<file path="src/rtl/cnn_pkg.sv">
// Shared widths, data types and arbiter state encoding for the CNN block loaders.
package cnn_pkg;
  localparam int MEM_ADDR_SIZE = 16;
  localparam int DATA_SIZE     = 16;
  localparam int BLOCK_SIZE    = 25;

  typedef logic signed [DATA_SIZE-1:0] word_t;
  typedef word_t block_t [0:BLOCK_SIZE-1];

  typedef enum logic [1:0] {IDLE, ISSUE, LAST, FIN} arb_state_t;
endpackage

</file>
<file path="src/rtl/dma_block_arbiter_rr.sv">
// Combinational round-robin pick: first set request at or after the pointer, wrapping.
module rr_arbiter #(
  parameter int NUM_REQ = 3,
  parameter int IDX_W   = $clog2(NUM_REQ)
) (
  input  logic [NUM_REQ-1:0] req,
  input  logic [IDX_W-1:0]   pointer,
  output logic [NUM_REQ-1:0] grant,
  output logic [IDX_W-1:0]   index
);
  logic             found;
  logic [IDX_W-1:0] cand;

  always_comb begin
    grant = '0;
    index = '0;
    found = 1'b0;
    cand  = '0;
    for (int i = 0; i < NUM_REQ; i++) begin
      cand = IDX_W'((int'(pointer) + i) % NUM_REQ);
      if (!found && req[cand]) begin
        grant[cand] = 1'b1;
        index       = cand;
        found       = 1'b1;
      end
    end
  end
endmodule

</file>
<file path="src/rtl/dma_block_arbiter.sv">
// Shares the DMA read port among block loaders; each granted burst is issued as BLOCK_SIZE-word reads.
//  state | meaning
//  IDLE  | no burst; arbitrate and latch the winner's burst
//  ISSUE | one read per cycle until nblk reads are out
//  LAST  | no read; final block returning from memory
//  FIN   | done pulse to owner, pointer moves past owner
module dma_block_arbiter
  import cnn_pkg::*;
#(
  parameter int NUM_REQ   = 3,
  parameter int LEN_WIDTH = 16
) (
  input  logic                             clk,
  input  logic                             reset,
  input  logic [NUM_REQ-1:0]               req,
  input  logic [NUM_REQ*MEM_ADDR_SIZE-1:0] req_addr,
  input  logic [NUM_REQ*LEN_WIDTH-1:0]     req_len,
  output logic [NUM_REQ-1:0]               grant,
  output logic                             busy,
  output logic [MEM_ADDR_SIZE-1:0]         dmaAddr,
  output logic                             dmaRd,
  input  block_t                           dmaOut,
  output logic                             blk_valid,
  output block_t                           blk_data,
  output logic [$clog2(NUM_REQ)-1:0]       blk_owner,
  output logic [LEN_WIDTH-1:0]             blk_index,
  output logic [NUM_REQ-1:0]               done
);
  localparam int IDX_W = $clog2(NUM_REQ);

  arb_state_t               state, state_nxt;
  logic [NUM_REQ-1:0]       arb_grant;
  logic [IDX_W-1:0]         arb_idx;
  logic [IDX_W-1:0]         ptr_r, owner_r;
  logic [NUM_REQ-1:0]       owner_hot_r;
  logic [MEM_ADDR_SIZE-1:0] addr_r, sel_addr;
  logic [LEN_WIDTH-1:0]     sel_len;
  logic [LEN_WIDTH:0]       sel_nblk, nblk_r, n_r;
  logic                     rd_d;
  logic [LEN_WIDTH-1:0]     idx_d;

  rr_arbiter #(.NUM_REQ(NUM_REQ), .IDX_W(IDX_W)) u_rr (
    .req     (req),
    .pointer (ptr_r),
    .grant   (arb_grant),
    .index   (arb_idx)
  );

  assign sel_addr = req_addr[arb_idx*MEM_ADDR_SIZE +: MEM_ADDR_SIZE];
  assign sel_len  = req_len[arb_idx*LEN_WIDTH +: LEN_WIDTH];
  // One extra bit so the rounding add cannot overflow for the largest length.
  assign sel_nblk = ({1'b0, sel_len} + (LEN_WIDTH+1)'(BLOCK_SIZE-1)) / (LEN_WIDTH+1)'(BLOCK_SIZE);
  assign blk_owner = owner_r;

  always_comb begin
    state_nxt = state;
    grant     = '0;
    busy      = 1'b0;
    dmaRd     = 1'b0;
    dmaAddr   = '0;
    done      = '0;
    case (state)
      IDLE: begin
        if (|req) state_nxt = (sel_len == '0) ? FIN : ISSUE;
      end
      ISSUE: begin
        busy    = 1'b1;
        grant   = owner_hot_r;
        dmaRd   = 1'b1;
        dmaAddr = addr_r;
        if (n_r == nblk_r - (LEN_WIDTH+1)'(1)) state_nxt = LAST;
      end
      LAST: begin
        busy      = 1'b1;
        grant     = owner_hot_r;
        state_nxt = FIN;
      end
      FIN: begin
        busy      = 1'b1;
        grant     = owner_hot_r;
        done      = owner_hot_r;
        state_nxt = IDLE;
      end
      default: state_nxt = IDLE;
    endcase
  end

  always_ff @(posedge clk) begin
    if (reset) begin
      state       <= IDLE;
      ptr_r       <= '0;
      owner_r     <= '0;
      owner_hot_r <= '0;
      addr_r      <= '0;
      nblk_r      <= '0;
      n_r         <= '0;
      rd_d        <= 1'b0;
      idx_d       <= '0;
      blk_valid   <= 1'b0;
      blk_index   <= '0;
      blk_data    <= '{default: '0};
    end else begin
      state <= state_nxt;
      case (state)
        IDLE: begin
          if (|req) begin
            owner_r     <= arb_idx;
            owner_hot_r <= arb_grant;
            addr_r      <= sel_addr;
            nblk_r      <= sel_nblk;
            n_r         <= '0;
          end
        end
        ISSUE: begin
          n_r    <= n_r + (LEN_WIDTH+1)'(1);
          addr_r <= addr_r + MEM_ADDR_SIZE'(BLOCK_SIZE);
        end
        FIN: ptr_r <= (owner_r == IDX_W'(NUM_REQ-1)) ? '0 : owner_r + IDX_W'(1);
        default: ;
      endcase

      // Memory answers the cycle after the strobe; capture it at the end of that cycle.
      rd_d <= dmaRd;
      if (dmaRd) idx_d <= n_r[LEN_WIDTH-1:0];
      blk_valid <= rd_d;
      if (rd_d) begin
        blk_data  <= dmaOut;
        blk_index <= idx_d;
      end
    end
  end
endmodule

</file>
<file path="config.mk">
export PLATFORM = sky130hd
export DESIGN_NAME = dma_block_arbiter
export DESIGN_NICKNAME = d
export VERILOG_FILES = /design/src/rtl/cnn_pkg.sv /design/src/rtl/dma_block_arbiter_rr.sv /design/src/rtl/dma_block_arbiter.sv
export SDC_FILE = /design/constraint.sdc
export NUM_CORES = 1
export LEC_CHECK = 0
export CAP_MARGIN = 20
export CELL_PAD_IN_SITES_DETAIL_PLACEMENT = 1
export CELL_PAD_IN_SITES_GLOBAL_PLACEMENT = 2
export CORE_AREA = 2 2 363 365
export DETAILED_ROUTE_END_ITERATION = 8
export DIE_AREA = 0 0 365 367
export GPL_TIMING_DRIVEN = 0
export PLACE_DENSITY = 0.61
export SLEW_MARGIN = 20
export SYNTH_ARGS = -nofsm -noshare
export SYNTH_HDL_FRONTEND = slang
export SYNTH_SLANG_ARGS = --single-unit
export TNS_END_PERCENT = 100
</file>
<file path="constraint.sdc">
create_clock -name clk -period 13.6 [get_ports clk]
set_input_delay 2.04 -clock clk [delete_from_list [all_inputs] [get_ports clk]]
set_output_delay 2.04 -clock clk [all_outputs]
set_load 0.05 [all_outputs]
</file>
==> run metrics <==
Mapped Avg Cell Area=9.12 µm²; Die ar.=134000 µm²; FF/Latch Area=roughly 9800 µm²; Max Clk Rate=77.8 MHz; Critical Path End Type=register; Final HPWL DP=102 mm; port bufs=~940; htree depth=3; pwr dens=between 300 and 400 nW/µm²; Cell Area, Synth=about 23000 µm²; DP Area=roughly 34000 µm²; All-Layer GR Usage=around 18%; Ys Warns=0; ys async rst share=0%; CTS Sinks=about 500; endpoints failing hold=0; FF+latch count, synth=approximately 490; Cells after Synth=2483; Switch Pwr=approximately 6700 µW; clock skew=between 0.03 and 0.04 ns; Clock Tree Root=clkbuf_16; clk_lat worst skew=0.64 ns; endpoints failing setup=0; Pint=approximately 6400 µW; combinational power share=72.3%; critical path type=primary input to register; Leakage Power=between 0.01 and 0.015 µW; Clock Power Share=roughly 14%; Worst Path Arrival=13.40 ns; max-slew violations=0; number of remaining DRC errors=0; # placed instances=just over 5000; Cell Count, Final, Fillers Out=5335; Synth top area share=approximately 43%; Horiz. Die Dim=around 370 µm; vias in the first global route=22974; fin util=roughly 29%; worst-margin pin slew=about 1.1 ns; post-route ant nets=0; pre-CTS setup slack=-2.46 ns; syn_nets=between 3000 and 4000; Initial Util=17.4%; GP Congestion=roughly 0.84; WL/cell=between 20 and 25 µm; router iterations before antenna repair=7; TritonCTS buffer count=66; Routed WL=124 mm; worst endpoint required time=between 10 and 15 ns; NumNets Final=approximately 4000; chip height=about 370 µm; Slowest Stage Delay on Critical Path=between 0.5 and 0.6 ns; global-route wire length before repair=between 150 and 200 mm; Peak VDD IR=0.583 mV; Layout fillers=~15000; GRT overflow=0; Cell variety after synth=109; worst hold path type=register to register; number of vias per cell=around 4.2; CP max FO=10; number of synthesized flops with an enable pin=0; initial drt markers=approximately 930; crit start category=primary input; part of the cycle the worst path needs=a little over nine tenths; synth cell count leaders=523 x nor2_1, 489 x dfxtp_1, 451 x mux2i_1, 133 x nand2_1, 91 x a21oi_1; Top FF cell, synth=dfxtp_1; max_slew headroom=25.8%; dominant cell type by area after synthesis=dfxtp_1; crit-path leading delay family=compound AO/OA/AOI/OAI gates; most used cell, CP=buf_4; Clock Path Buffers=3; share of cells above drive strength 1=around 8.4%; CP max stage cell=clkdlybuf4s50_1; vias=between 20000 and 25000; Tmin final=12.85 ns; post-synthesis sequential area ratio=approximately 43%; post-layout instance area=between 30000 and 40000 µm²; most common cell in the netlist=nor2_1; initial antenna violation count=24; clock-pin slew on the worst setup and hold paths=0.05 ns; CTS tree=yes; dominant cells by area after synthesis=dfxtp_1 43%, mux2i_1 20%, nor2_1 8.7%, nand2_1 2.2%, a21oi_1 2.0%; cell row count=roughly 130; status=finished, final reports clean; Sw Share=roughly 51%; sequential share of power=approximately 14%; core area=roughly 130000 µm²; Area Growth Syn to Fin=65.2%; maxcap violations=0; final setup margin=about 0.75 ns; largest net degree at the start of global routing=20; worst path bufs/invs=7; multi-input logic area=roughly 13000 µm²; I/O pins=around 940
==> layout make-up <==
type / count / area share (%)
antenna: 5 / 0.0334
buffer: 145 / 1.71
clock buffer: 96 / 5.23
clock inverter: 19 / 0.782
inverter: 28 / 0.281
multi-input combinational: 1818 / 33.8
sequential: 489 / 26.2
tap: 1755 / 5.87
timing repair buffer: 980 / 26.1
==> state kept, by name (all words and copies together) (netlist names) <==
| signal | cells |
|---|---|
| blk_index | 16 |
| idx_d | 16 |
| blk_owner | 2 |
| blk_valid | 1 |
| ptr_r | 2 |
| nblk_r | 13 |
| state | 2 |
| addr_r | 16 |
| owner_hot_r | 3 |
| blk_data | 400 |
| n_r | 17 |
| rd_d | 1 |
==> power by group through the flow <==
stage | combinational (µW) | sequential, µW | clock [µW]
floorplan | 5650 | 2380 | 0
global placement | 8570 | 1830 | 0
detailed placement | 8560 | 1840 | 0
CTS | 8960 | 1810 | 1890
global route | 10400 | 1840 | 1940
finish | 9480 | 1810 | 1820
==> cells in the final DEF (no fill, tap or decap), types with 27 or more instances in the layout <==
cell,count
a21oi_1,81
and2_1,27
and3_1,28
buf_1,44
buf_4,44
clkbuf_1,83
clkbuf_16,67
clkdlybuf4s50_1,939
dfxtp_1,489
inv_1,27
mux2i_1,448
nand2_1,130
nand3_1,48
nor2_1,519
nor3_1,40
o211ai_1,27
o21ai_0,42
==> worst min-delay path, cell delays in order (launching register included) <==
cell	delay, ns
dfxtp_1	0.32
nand2_1	0.06
a21oi_1	0.05
==> path summary, 6_finish.rpt <==
path | from | to | slack, ns | depth (start not counted)
setup / recovery | req[0] | nblk_r[0] | 0.75 | 50
hold / removal | nblk_r[1] | nblk_r[1] | 0.48 | 2
setup reg to reg | ptr_r[0] | nblk_r[0] | 1.65 | 52
hold reg to reg | nblk_r[1] | nblk_r[1] | 0.48 | 2
==> kinds of logic after synthesis <==
| group | count (synthesis) | synth area share, % |
|---|---|---|
| and+or+nand+nor | 912 | 17.8 |
| DFF | 489 | 43.2 |
| muxes | 457 | 20.3 |
| AOI/OAI and AO/OA | 384 | 12.5 |
| buffers and inverters | 176 | 3.25 |
| xor gates and xnor gates | 46 | 1.81 |
| adders and majority gates | 19 | 1.05 |
==> per-layer routing <==
| layer | vias up | track usage (%) | wire length, µm |
|---|---|---|---|
| met3 | 162 | 5.38 | 9380 |
| met2 | 669 | 31.4 | 61300 |
| met1 | 10813 | 20.0 | 49300 |
| met4 | 22 | 6.19 | 3980 |
| met5 | - | 0 | 163 |
| li1 | 10827 | - | - |
==> per-stage QoR <==
| stage | hold slack, ns | total power [µW] | TNS [ns] |
|---|---|---|---|
| detailed placement | 0.474 | 10400 | -5.53 |
| global route | 0.508 | 14200 | -0.0346 |
| global placement | 0.470 | 10400 | -5.78 |
| finish | 0.479 | 13100 | 0 |
| CTS | 0.482 | 12700 | 0 |
| floorplan | 0.440 | 8030 | 0 |
==> timing repair <==
action	in CTS	in global routing
pin swaps	8	12
hold buffers	0	0
buffers inserted	9	27
setup endpoints to repair	3	2
gates cloned	0	0
gates resized for setup	43	53
Power figures use the tool's default switching activity.
